### config.mk
export PLATFORM = sky130hd
export DESIGN_NAME = mem_access_unit
export DESIGN_NICKNAME = d
export VERILOG_FILES = /design/src/rtl/mem_pkg.sv /design/src/rtl/mem_lane_align.sv /design/src/rtl/mem_access_unit.sv
export SDC_FILE = /design/constraint.sdc
export NUM_CORES = 1
export LEC_CHECK = 0
export BUFFER_PORTS_ARGS = -buffer_cell sky130_fd_sc_hd__buf_2
export CAP_MARGIN = 15
export CORE_MARGIN = 2
export CORE_UTILIZATION = 30
export DETAILED_ROUTE_END_ITERATION = 10
export PLACE_DENSITY = 0.67
export SYNTH_ARGS = -nofsm -noshare
export SYNTH_HDL_FRONTEND = slang
export SYNTH_SLANG_ARGS = --single-unit
### constraint.sdc
create_clock -name clk -period 1.9 [get_ports clk]
set_input_delay 0.095 -clock clk [delete_from_list [all_inputs] [get_ports clk]]
set_output_delay 0.095 -clock clk [all_outputs]
set_load 0.05 [all_outputs]
### src/rtl/mem_pkg.sv
// mem_pkg: load/store type codes, MEM FSM states and access-size helpers
package mem_pkg;
  localparam logic [2:0] LT_LB  = 3'b000;
  localparam logic [2:0] LT_LH  = 3'b001;
  localparam logic [2:0] LT_LW  = 3'b010;
  localparam logic [2:0] LT_LD  = 3'b011;
  localparam logic [2:0] LT_LBU = 3'b100;
  localparam logic [2:0] LT_LHU = 3'b101;
  localparam logic [2:0] LT_LWU = 3'b110;
  localparam logic [1:0] ST_SB  = 2'b00;
  localparam logic [1:0] ST_SH  = 2'b01;
  localparam logic [1:0] ST_SW  = 2'b10;
  localparam logic [1:0] ST_SD  = 2'b11;
  typedef enum logic [1:0] {IDLE, REQ, WAIT_R, DRAIN} state_e;
  function automatic logic [7:0] size_mask(input logic [1:0] sz);
    return 8'((16'd1 << (4'd1 << sz)) - 16'd1);
  endfunction
  function automatic logic [1:0] ld_size(input logic [2:0] lt, input logic wide);
    return (lt == LT_LB || lt == LT_LBU) ? 2'd0 :
           (lt == LT_LH || lt == LT_LHU) ? 2'd1 :
           (lt == LT_LW || lt == LT_LWU) ? 2'd2 :
           (lt == LT_LD && wide) ? 2'd3 : 2'd2;
  endfunction
  function automatic logic [1:0] st_size(input logic [1:0] st, input logic wide);
    return st == ST_SB ? 2'd0 : st == ST_SH ? 2'd1 : st == ST_SW ? 2'd2 :
           (st == ST_SD && wide) ? 2'd3 : 2'd2;
  endfunction
  function automatic logic ld_unsigned(input logic [2:0] lt);
    return lt == LT_LBU || lt == LT_LHU || lt == LT_LWU;
  endfunction
endpackage

### src/rtl/mem_lane_align.sv
// mem_lane_align: store lane replication/byte enables, load extract/extend, misalignment flag (MEM_MISALIGN_TRAP_EN)
module mem_lane_align
  import mem_pkg::*;
#(
  parameter int XLEN = 32,
  localparam int OW = (XLEN == 64) ? 3 : 2,
  localparam int BW = XLEN / 8
) (
  input  logic [OW-1:0]   off,
  input  logic            is_load,
  input  logic [2:0]      lt,
  input  logic [1:0]      st,
  input  logic [XLEN-1:0] rs2,
  input  logic [2:0]      ld_lt,
  input  logic [OW-1:0]   ld_off,
  input  logic [XLEN-1:0] rdata,
  output logic [XLEN-1:0] wdata,
  output logic [BW-1:0]   be,
  output logic [XLEN-1:0] ld_data,
  output logic [1:0]      sz,
  output logic            mis
);
  localparam logic WIDE = (XLEN == 64);
  logic [1:0] ssz, lsz;
  logic [OW-1:0] aoff, ld_aoff;
  logic [XLEN-1:0] v, km;
  logic sgn;
  always_comb begin
    ssz = st_size(st, WIDE);
    sz = is_load ? ld_size(lt, WIDE) : ssz;
    aoff = off & ~OW'((4'd1 << sz) - 4'd1);
    wdata = ssz == 2'd0 ? {BW{rs2[7:0]}} : ssz == 2'd1 ? {(XLEN/16){rs2[15:0]}} :
            ssz == 2'd2 ? {(XLEN/32){rs2[31:0]}} : rs2;
    be = is_load ? '1 : BW'(size_mask(sz)) << aoff;
    lsz = ld_size(ld_lt, WIDE);
    ld_aoff = ld_off & ~OW'((4'd1 << lsz) - 4'd1);
    v = rdata >> {ld_aoff, 3'b000};
    km = (XLEN'(1) << (8 << lsz)) - XLEN'(1);
    sgn = ~ld_unsigned(ld_lt) & (lsz == 2'd0 ? v[7] : lsz == 2'd1 ? v[15] : v[31]);
    ld_data = (v & km) | ({XLEN{sgn}} & ~km);
  end
`ifdef MEM_MISALIGN_TRAP_EN
  assign mis = |(off & OW'((4'd1 << sz) - 4'd1));
`else
  assign mis = 1'b0;
`endif
endmodule

### src/rtl/mem_access_unit.sv
// mem_access_unit: MEM stage with req/gnt/rvalid dmem handshake and registered MEM/WB output (MEM_MISALIGN_TRAP_EN traps misaligned accesses)
module mem_access_unit
  import mem_pkg::*;
#(
  parameter int XLEN = 32,
  parameter int ADDR_W = 32,
  parameter int RD_W = 5
) (
  input  logic                clk,
  input  logic                rst,
  input  logic                flush,
  input  logic                in_valid,
  input  logic [XLEN-1:0]     in_alu_result,
  input  logic [XLEN-1:0]     in_rs2_data,
  input  logic [RD_W-1:0]     in_rd,
  input  logic                in_mem_read,
  input  logic                in_mem_write,
  input  logic [2:0]          in_load_type,
  input  logic [1:0]          in_store_type,
  input  logic                in_wb_reg,
  input  logic                in_memtoreg,
  output logic                stall_out,
  output logic                dmem_req,
  output logic                dmem_we,
  output logic [ADDR_W-1:0]   dmem_addr,
  output logic [XLEN-1:0]     dmem_wdata,
  output logic [XLEN/8-1:0]   dmem_be,
  input  logic                dmem_gnt,
  input  logic                dmem_rvalid,
  input  logic [XLEN-1:0]     dmem_rdata,
  output logic                wb_valid,
  output logic [RD_W-1:0]     wb_rd,
  output logic                wb_we,
  output logic [XLEN-1:0]     wb_data,
  output logic                wb_exc
);
  localparam int OW = (XLEN == 64) ? 3 : 2;
  state_e state_q, state_d;
  logic [RD_W-1:0] rd_q, rd_d, wb_rd_q, wb_rd_d;
  logic [2:0] lt_q, lt_d;
  logic [OW-1:0] off_q, off_d;
  logic wb_valid_q, wb_valid_d, wb_we_q, wb_we_d, wb_exc_q, wb_exc_d;
  logic [XLEN-1:0] wb_data_q, wb_data_d, ld_data;
  logic [1:0] sz;
  logic mis, mem_op, done, exc;
  mem_lane_align #(.XLEN(XLEN)) u_align (
    .off(in_alu_result[OW-1:0]), .is_load(in_mem_read), .lt(in_load_type), .st(in_store_type),
    .rs2(in_rs2_data), .ld_lt(lt_q), .ld_off(off_q), .rdata(dmem_rdata),
    .wdata(dmem_wdata), .be(dmem_be), .ld_data(ld_data), .sz(sz), .mis(mis)
  );
  assign dmem_addr = ADDR_W'(in_alu_result) & ~ADDR_W'((4'd1 << sz) - 4'd1);
  assign dmem_we = dmem_req & in_mem_write;
  always_comb begin
    mem_op = in_valid & (in_mem_read | in_mem_write);
    state_d = state_q;
    rd_d = rd_q;
    lt_d = lt_q;
    off_d = off_q;
    dmem_req = 1'b0;
    done = 1'b0;
    exc = 1'b0;
    stall_out = 1'b1;
    unique case (state_q)
      IDLE, REQ: begin
        state_d = IDLE;
        if (flush) stall_out = 1'b0;
        else if (!mem_op || mis) begin
          done = in_valid;
          exc = mem_op;
          stall_out = 1'b0;
        end else begin
          dmem_req = 1'b1;
          if (!dmem_gnt) state_d = REQ;
          else if (in_mem_write) begin
            done = 1'b1;
            stall_out = 1'b0;
          end else begin
            state_d = WAIT_R;
            rd_d = in_rd;
            lt_d = in_load_type;
            off_d = in_alu_result[OW-1:0];
          end
        end
      end
      WAIT_R: begin
        if (flush) state_d = dmem_rvalid ? IDLE : DRAIN;
        else if (dmem_rvalid) begin
          state_d = IDLE;
          done = 1'b1;
          stall_out = 1'b0;
        end
      end
      DRAIN: state_d = dmem_rvalid ? IDLE : DRAIN;
      default: state_d = IDLE;
    endcase
    wb_valid_d = done;
    wb_we_d = done & ~exc & in_wb_reg;
    wb_exc_d = done & exc;
    wb_rd_d = !done ? wb_rd_q : state_q == WAIT_R ? rd_q : in_rd;
    wb_data_d = !done ? wb_data_q : (state_q == WAIT_R && in_memtoreg) ? ld_data : in_alu_result;
  end
  always_ff @(posedge clk) begin
    if (rst) begin
      state_q <= IDLE;
      rd_q <= '0;
      lt_q <= '0;
      off_q <= '0;
      wb_valid_q <= 1'b0;
      wb_we_q <= 1'b0;
      wb_exc_q <= 1'b0;
      wb_rd_q <= '0;
      wb_data_q <= '0;
    end else begin
      state_q <= state_d;
      rd_q <= rd_d;
      lt_q <= lt_d;
      off_q <= off_d;
      wb_valid_q <= wb_valid_d;
      wb_we_q <= wb_we_d;
      wb_exc_q <= wb_exc_d;
      wb_rd_q <= wb_rd_d;
      wb_data_q <= wb_data_d;
    end
  end
  assign wb_valid = wb_valid_q;
  assign wb_we = wb_we_q;
  assign wb_exc = wb_exc_q;
  assign wb_rd = wb_rd_q;
  assign wb_data = wb_data_q;
endmodule

After elaboration in Yosys (flattened, before gate mapping)
Index checks and enable logic that the tools add are counted.
{ "word_totals": {"register_bits": 51, "in_bits": 116, "elab_cells": 107} }
{ "op_classes": {"addsub": 5, "n_eq_ne": 14, "shifts": 8, "n_mux": 39, "bitwise_logic": 18, "reduce_logical": 15} }
{ "op_table": {"columns": ["operator", "n"], "rows": [
  ["32-bit AND", 3],
  ["32-bit 2-to-1 mux", 3],
  ["32-bit NOT", 2],
  ["32-bit OR", 1],
  ["1-bit by 2-bit left shift with 32-bit output, first input constant", 1],
  ["1-bit by 32-bit left shift with 32-bit output, first input constant", 1],
  ["4-bit by 2-bit left shift with 32-bit output, first input constant", 1],
  ["32-bit by 5-bit right shift with 32-bit output", 1],
  ["32-bit by 1-bit subtractor with 32-bit output, second input constant", 1],
  ["32-bit by 2-bit subtractor with 32-bit output, second input constant", 1],
  ["2-bit 2-to-1 mux", 14],
  ["1-bit 2-to-1 mux", 17],
  ["3-bit == test, second input constant", 5],
  ["2-bit by 1-bit == test with 1-bit output, second input constant", 4],
  ["2-bit logical NOT", 4],
  ["3-bit by 1-bit == test with 1-bit output, second input constant", 2],
  ["3-bit logical NOT", 2],
  ["1-bit logical OR", 6],
  ["2-bit case mux with 3 select lines", 1],
  ["5-bit 2-to-1 mux", 1],
  ["5-bit AND reduction", 1],
  ["1-bit AND", 4],
  ["2-bit AND", 2],
  ["2-bit == test, second input constant", 2],
  ["14 further kinds", 19]
]} }

Logic depth before layout (Yosys ltp)
Gate-level depths: netlist of the first run.
{ "logic_depth": {"ltp_word": 15, "mapped_depth": 9, "depth_no_buf": 6} }

Modules after synthesis
From an unflattened synthesis of the first run, not the netlist that was laid out.
{ "hier_totals": {"cells_unflattened": 474, "area_unflattened_um2": 4135.2} }
{ "by_module_without_submodules": {"columns": ["mod", "n_inst", "cells_per_inst", "area_per_inst_um2", "seq_area_each_um2"], "rows": [
  ["mem_access_unit", 1, 310, 2885.3, 1041.0],
  ["mem_lane_align", 1, 164, 1249.9, 0.0]
]} }

Worst setup path before layout of the first run
OpenSTA, ideal clock, no wires.
{ "synth_path": {"kind": "input to output", "start": "input port in_store_type[1]", "end": "output port dmem_be[1]", "t_arrival_ns": 2.279, "t_required_ns": 1.805, "path_slack_ns": -0.474, "cell_stages": 8, "path_buffers": 2, "path_cell_list": "clkbuf_1 clkbuf_1 nor3b_1 a31oi_1 ha_1 nand2_1 inv_1 o21bai_1"} }
{ "synth_between": {"elab_chain_cells": 10, "elab_cells_between_ends": 13} }
{ "synth_rtl": {"columns": ["item", "line_no", "rtl"], "rows": [
  ["start, declared", "mem_access_unit.sv:19", "input logic [1:0] in_store_type,"],
  ["2-bit by 1-bit == test with 1-bit output", "mem_pkg.sv:25", "return st == ST_SB ? 2'd0 : st == ST_SH ? 2'd1 : st == ST_SW ? 2'd2 :"],
  ["2-bit 2-to-1 mux", "mem_pkg.sv:25", null],
  ["2-bit 2-to-1 mux *", "mem_pkg.sv:25", null],
  ["2-bit 2-to-1 mux *", "mem_lane_align.sv:30", "sz = is_load ? ld_size(lt, WIDE) : ssz;"],
  ["1-bit by 2-bit left shift with 4-bit output *", "mem_lane_align.sv:31", "aoff = off & ~OW'((4'd1 << sz) - 4'd1);"],
  ["parallel branches: the longest is 3 deep, another holds 4-bit by 1-bit subtractor with 4-bit output", null, null],
  ["4-bit by 2-bit left shift with 4-bit output *", "mem_lane_align.sv:34", "be = is_load ? '1 : BW'(size_mask(sz)) << aoff;"],
  ["4-bit 2-to-1 mux *", "mem_lane_align.sv:34", null],
  ["end, declared", "mem_access_unit.sv:27", "output logic [XLEN/8-1:0] dmem_be,"]
]} }
Mark *: on every way between the ends.

Worst setup path in the final report of the first run
{ "layout_path": {"start": "register off_q[1]", "end": "register wb_data_q[13], in the netlist wb_data[13]"} }
{ "layout_between": {"elab_chain_cells": 8, "elab_cells_between_ends": 9} }
{ "layout_rtl": {"columns": ["item", "line_no", "rtl"], "rows": [
  ["start, declared", "mem_access_unit.sv:41", "logic [OW-1:0] off_q, off_d;"],
  ["start signal, assigned", "mem_access_unit.sv:107", "off_q <= '0;"],
  ["start signal, assigned", "mem_access_unit.sv:117", "off_q <= off_d;"],
  ["2-bit AND *", "mem_lane_align.sv:36", "ld_aoff = ld_off & ~OW'((4'd1 << lsz) - 4'd1);"],
  ["32-bit by 5-bit right shift with 32-bit output *", "mem_lane_align.sv:37", "v = rdata >> {ld_aoff, 3'b000};"],
  ["1-bit 2-to-1 mux (2 in a row)", "mem_lane_align.sv:39", "sgn = ~ld_unsigned(ld_lt) & (lsz == 2'd0 ? v[7] : lsz == 2'd1 ? v[15] : v[31]);"],
  ["1-bit AND", "mem_lane_align.sv:39", null],
  ["32-bit AND", "mem_lane_align.sv:40", "ld_data = (v & km) | ({XLEN{sgn}} & ~km);"],
  ["32-bit OR *", "mem_lane_align.sv:40", null],
  ["32-bit 2-to-1 mux *", "mem_access_unit.sv:100", "wb_data_d = !done ? wb_data_q : (state_q == WAIT_R && in_memtoreg) ? ld_data : in_alu_result;"],
  ["end signal, assigned", "mem_access_unit.sv:122", "wb_data_q <= wb_data_d;"],
  ["end, declared", "mem_access_unit.sv:43", "logic [XLEN-1:0] wb_data_q, wb_data_d, ld_data;"]
]} }
Every way passes the cells marked *; elsewhere a longest branch is shown, timed or not.
A chain may end at the register's enable or synchronous reset.

==> run_results.csv, run 1 <==
group,metric,value,unit
outcome,run_status,"complete, no violations",
logic_synthesis,synthFlopType,"dfxtp_1",
logic_synthesis,syn_nets,596,
global_route,antenna_found_initial,1,
clock_network,cts_inserted_buffers,5,
global_route,grt_pass1_wl,19600,um
logic_synthesis,synth.avg_cell_area,7.64,um^2
clock_network,cts_root_buf,"clkbuf_16",
logic_synthesis,ys_top_cells_by_area,"dfxtp_1, nand2_1, mux2_2",
cells_and_area,drive_gt1_frac,0.450,
floorplan,initial_core_util,0.306,
global_route,overflow,0,
critical_path,timing.setup.critical_path_class,"flop to flop",
logic_synthesis,synth_sequential_area_ratio,0.279,
logic_synthesis,ys_async_sr_fraction,0,
place,place_ws,-0.0589,ns
job,drv_cap,0,
routing,drcViolationCount,0,
floorplan,die_height,114,um
cells_and_area,nNetsFinal,787,
global_route,grt_start_max_net_pins,38,
sta,fin_skew,0.00648,ns
logic_synthesis,synth_cells,479,
floorplan,rows,40,
routing,drt-vias-per-instance,5.03,
sta,slew_viol_final,0,
cells_and_area,final_common_cell,"buf_2",
critical_path,crit_chain,"inv_2, a21o_1, a221o_1, o31ai_4, a221o_1",
critical_path,start_kind,"flop",
routing,wl,12900,um
power_and_ir_drop,ir_drop,0.373,mV
routing,antenna_left,0,
logic_synthesis,synth.distinct_cells,48,
place,place.port_buffers,225,
routing,wl_per_cell,15.8,um
clock_network,tritoncts,"yes",
critical_path,slowest_delay,0.42,ns
global_route,grt_pass1_vias,3786,
clock_network,clkLatencyLatePin,0.29,ns
logic_synthesis,synth_top_area_share,0.279,
floorplan,core-area,12000,um^2
power_and_ir_drop,powerDensity,652,nW/um^2
sta,grt_setup_unrepaired,"no",
sta,fin_tns_setup,0,ns
logic_synthesis,ys_ff_latch,51,
sta,timing.final.ws_setup,0.128,ns
worst_hold_path,hp-class,"input pin to flop",
critical_path,cp.arrival,2.01,ns
sta,layout_min_cycle_time,1.77,ns
routing,vias,4115,
logic_synthesis,syn_area,3660,um^2
sta,final.period_utilization,0.933,
critical_path,crit_path_top_delay_cell,"dfxtp_1",
sta,tightest_slew,0.570,ns
clock_network,clk_pin_slew,0.07,ns
routing,drt_pass1_iterations,4,
global_route,grt_usage,0.191,
sta,fmax,0.564,GHz
clock_network,htreeDepth,2,
cells_and_area,area_delta_synth_final,38.1,%
sta,setup_viol,0,
floorplan,design.portCount,227,
critical_path,crit_fanout,10,
critical_path,endpoint_kind,"flop",
cells_and_area,diodes,0,
clock_network,clock_path_buffers,2,
sta,slew_headroom,0.619,
sta,finalHoldViolCount,0,
cells_and_area,layout_common_cells,"buf_2, nand2_1, dfxtp_1, nor2_1, a21oi_1",
logic_synthesis,synth_top_cell_by_area,"dfxtp_1",
place,gp_congestion,0.825,
critical_path,crit_family,"compound AO/OA/AOI/OAI gates",
critical_path,cpMostUsedCell,"a221o_1",
logic_synthesis,yosysWarnings,0,
critical_path,worstPathRequired,2.14,ns
floorplan,fp.dieW,114,um
routing,drt_iter0_markers,318,
logic_synthesis,synth_edf_count,0,
place,dpl.hpwl,10200,um
critical_path,crit_buf_inv,1,
clock_network,clkSinkCount,51,
power_and_ir_drop,leakagePower,2.36,nW
floorplan,die_area,13100,um^2
worst register-to-register path, cell delays in order, from the launching register on:
cell,delay (ns)
dfxtp_1,0.42
inv_2,0.13
a21o_1,0.18
a221o_1,0.41
o31ai_4,0.38
a221o_1,0.21
registers in the layout (all words and copies together), names as in the netlist:
signal / count
wb_valid: 1
wb_data: 32
wb_rd: 5
rd_q: 5
lt_q: 3
off_q: 2
wb_we: 1
state_q: 2
where the power goes:
part	internal [mW]	total, mW	switching [mW]
registers	1.11	1.14	0.0267
clock network	0.503	0.949	0.445
logic	0.357	1.21	0.850
total	1.97	3.29	1.32
final timing paths:
kind	from	endpoint	slack, ns	cells after the start
worst max-delay path	off_q[1]$_SDFFE_PP0P_	wb_data[13]$_SDFFE_PP0P_	0.13	5
worst min-delay path	in_wb_reg	wb_we$_SDFF_PP0_	0.005	2
worst max register to register	off_q[1]$_SDFFE_PP0P_	wb_data[13]$_SDFFE_PP0P_	0.13	5
worst min register to register	rd_q[4]$_SDFFE_PP0P_	rd_q[4]$_SDFFE_PP0P_	0.46	2
logic make-up after synthesis:
family,after synthesis,share of synthesized area
simple gates,195,0.251
compound gates,120,0.240
mux,37,0.131
buf+inv,74,0.0944
flops,51,0.279
fa+ha+maj,1,0.00342
other cells,1,0.00103
cells in the mapped netlist, types with 2 or more instances:
library cell and count:
inv_2 2, nor2b_1 5, mux2_2 16, a32oi_1 17
nand3_1 17, o21ai_0 12, a211oi_1 5, a22o_1 8
a221o_1 9, buf_4 10, dfxtp_1 51, a22oi_1 8
buf_6 2, nand2b_1 22, inv_1 6, nand2_1 80
mux4_2 7, and2_1 16, a311oi_1 6, a21o_1 2
nor2_1 35, a21oi_2 10, mux2i_1 14, a21oi_1 34
clkbuf_1 38, buf_2 12, nor3_1 11, buf_1 4
through the flow:
| step | instance area (um^2) | hold slack, ns | cells | util | power [mW] |
|---|---|---|---|---|---|
| floorplan | 3670 | 0.217 | 479 | - | 2.02 |
| global placement | 4880 | 0.321 | 810 | 0.408 | 2.37 |
| detailed placement | 4880 | 0.309 | 810 | 0.408 | 2.37 |
| CTS | 5040 | 0.00323 | 818 | 0.422 | 3.32 |
| global route | 5050 | 0.0287 | 818 | 0.422 | 3.44 |
| finish | 5050 | 0.00486 | 818 | 0.422 | 3.29 |
final cells by class:
| cell class | instances | area, um^2 |
|---|---|---|
| fillers | 1243 | 6910 |
| clock inverters | 3 | 28.8 |
| clock buffers | 5 | 125 |
| well taps | 147 | 184 |
| inverters | 8 | 32.5 |
| repair buffers | 250 | 1340 |
| multi-input cells | 354 | 2320 |
| flip-flops and latches | 51 | 1020 |
routing by layer:
layer | track usage | up-vias | part of all wire
li1 | - | 2060 | -
met1 | 0.247 | 1861 | 0.43
met2 | 0.334 | 183 | 0.49
met3 | 0.0349 | 11 | 0.074
met4 | 0.0341 | 0 | 0.010
met5 | 0 | - | 0
timing repair:
action / CTS / global route
hold buffers: 0 / 0
setup buffers: 0 / 0
resized for setup: 1 / 4
setup endpoints to repair: 10 / 25
pin swaps: 0 / 1
Note: power is estimated with default switching activity, not from simulation.
==> run 2: changes to the inputs <==
==> constraint.sdc (replaced) <==
create_clock -name clk -period 2.2 [get_ports clk]
set_input_delay 0.11 -clock clk [delete_from_list [all_inputs] [get_ports clk]]
set_output_delay 0.11 -clock clk [all_outputs]
set_load 0.05 [all_outputs]
==> run_results.csv, run 2 (synthesis results as in run 1) <==
group,metric,value,unit
outcome,run_status,"complete, no violations",
routing,drt_pass1_iterations,4,
clock_network,postCtsHoldBufs,0,
routing,drt-vias-per-instance,4.99,
routing,vias,4038,
worst_hold_path,hp-class,"input pin to flop",
power_and_ir_drop,leakagePower,2.31,nW
clock_network,clkSinkCount,51,
critical_path,crit_chain,"nor3b_2, a31o_2, buf_4, nand2b_1, inv_2, a32oi_1, a21oi_2",
place,dpl.hpwl,9920,um
worst_hold_path,min_from,"in_wb_reg",
clock_network,tritoncts,"yes",
cells_and_area,area_delta_synth_final,35.5,%
cells_and_area,largest_register_ffs,32,
sta,layout_min_cycle_time,1.94,ns
sta,slew_headroom,0.576,
place,place.port_buffers,225,
cells_and_area,final_common_cell,"buf_2",
sta,fmax,0.515,GHz
sta,setup_viol,0,
cells_and_area,fin_area,4960,um^2
place,gp_congestion,0.829,
global_route,antenna_found_initial,0,
critical_path,timing.setup.critical_path_class,"flop to flop",
clock_network,clk_pin_slew,0.07,ns
floorplan,die_height,114,um
cells_and_area,diodes,0,
sta,fin_tns_setup,0,ns
sta,tightest_slew,0.634,ns
global_route,grt_pass1_vias,3625,
global_route,grt_pass1_wl,18900,um
sta,fin_skew,0.00531,ns
routing,drcViolationCount,0,
critical_path,cp.arrival,2.17,ns
clock_network,cts_resized,0,
routing,wl,12500,um
global_route,overflow,0,
routing,antenna_left,0,
critical_path,slowest_delay,0.35,ns
job,drv_cap,0,
critical_path,crit_fanout,25,
sta,finalHoldViolCount,0,
critical_path,endpoint_kind,"flop",
clock_network,clkLatencyLatePin,0.29,ns
sta,final.period_utilization,0.882,
power_and_ir_drop,power,2.82,mW
critical_path,r2r-start,"state_q[1]$_SDFFE_PP0P_",
sta,grt_setup_unrepaired,"no",
critical_path,start_kind,"flop",
clock_network,htreeDepth,2,
cells_and_area,layout_common_cells,"buf_2, nand2_1, dfxtp_1, nor2_1, a21oi_1",
clock_network,cts_setup_buffers,0,
clock_network,clock_path_buffers,2,
critical_path,startpoint,"state_q[1]$_SDFFE_PP0P_",
global_route,grt_start_max_net_pins,26,
floorplan,initial_core_util,0.306,
clock_network,cts_inserted_buffers,5,
global_route,grt_usage,0.184,
clock_network,cts_root_buf,"clkbuf_16",
floorplan,rows,40,
floorplan,die_area,13100,um^2
floorplan,fp.dieW,114,um
floorplan,core-area,12000,um^2
power_and_ir_drop,powerDensity,570,nW/um^2
floorplan,design.portCount,227,
critical_path,crit_path_top_delay_cell,"dfxtp_1",
power_and_ir_drop,ir_drop,0.261,mV
place,dpl_cell_area,4800,um^2
cells_and_area,drive_gt1_frac,0.443,
sta,slew_viol_final,0,
routing,wl_per_cell,15.5,um
routing,drt_iter0_markers,235,
cells_and_area,nNetsFinal,778,
critical_path,worstPathRequired,2.43,ns
==> run 2: cell types whose count changed in the layout (fill, tap and decap cells not counted), sizes merged <==
| cell | previous run | this run |
|---|---|---|
| buf | 250 | 241 |
==> run 2: worst paths after layout <==
path	to	slack (ns)	cells after the start
max	wb_data[22]$_SDFFE_PP0P_	0.26	7
min	wb_we$_SDFF_PP0_	0.01	2
max reg2reg	wb_data[22]$_SDFFE_PP0P_	0.26	7
min reg2reg	rd_q[2]$_SDFFE_PP0P_	0.46	2
==> run 2: worst max-delay path: cells and delay by family, from the launching register on <==
kind	cells	cell delay, ns
AND/OR/NAND/NOR	2	0.38
flip-flops	1	0.35
buffers and inverters	2	0.59
AO/OA/AOI/OAI	3	0.54
==> run 2: layout make-up <==
| class | instances | area [um^2] |
|---|---|---|
| well taps | 147 | 184 |
| fillers | 1269 | 7010 |
| clock inverters | 3 | 28.8 |
| flip-flops and latches | 51 | 1020 |
| clock buffers | 5 | 125 |
| repair buffers | 241 | 1260 |
| inverters | 8 | 30.0 |
| multi-input cells | 354 | 2310 |
==> run 2: where the power goes <==
group	leakage (nW)	internal (mW)	switching, mW	total (mW)
Clock	0.0759	0.435	0.382	0.817
Combinational	1.82	0.296	0.728	1.02
Sequential	0.415	0.961	0.0232	0.984
Total	2.31	1.69	1.13	2.82
==> run 2: routing by layer <==
metal	track usage	part of all wire
met5	0	0
met4	0.0528	0.015
met3	0.0286	0.064
met2	0.307	0.47
met1	0.245	0.45
==> run 2: metrics by stage <==
stage / hold WS [ns] / instances / utilization / setup slack, ns
after floorplan: 0.232 / 479 / - / -0.149
after global placement: 0.311 / 801 / 0.401 / 0.201
after detailed placement: 0.319 / 801 / 0.401 / 0.162
after CTS: 0.00749 / 809 / 0.414 / 0.156
after global routing: 0.0166 / 809 / 0.414 / 0.0825
final: 0.0119 / 809 / 0.414 / 0.259
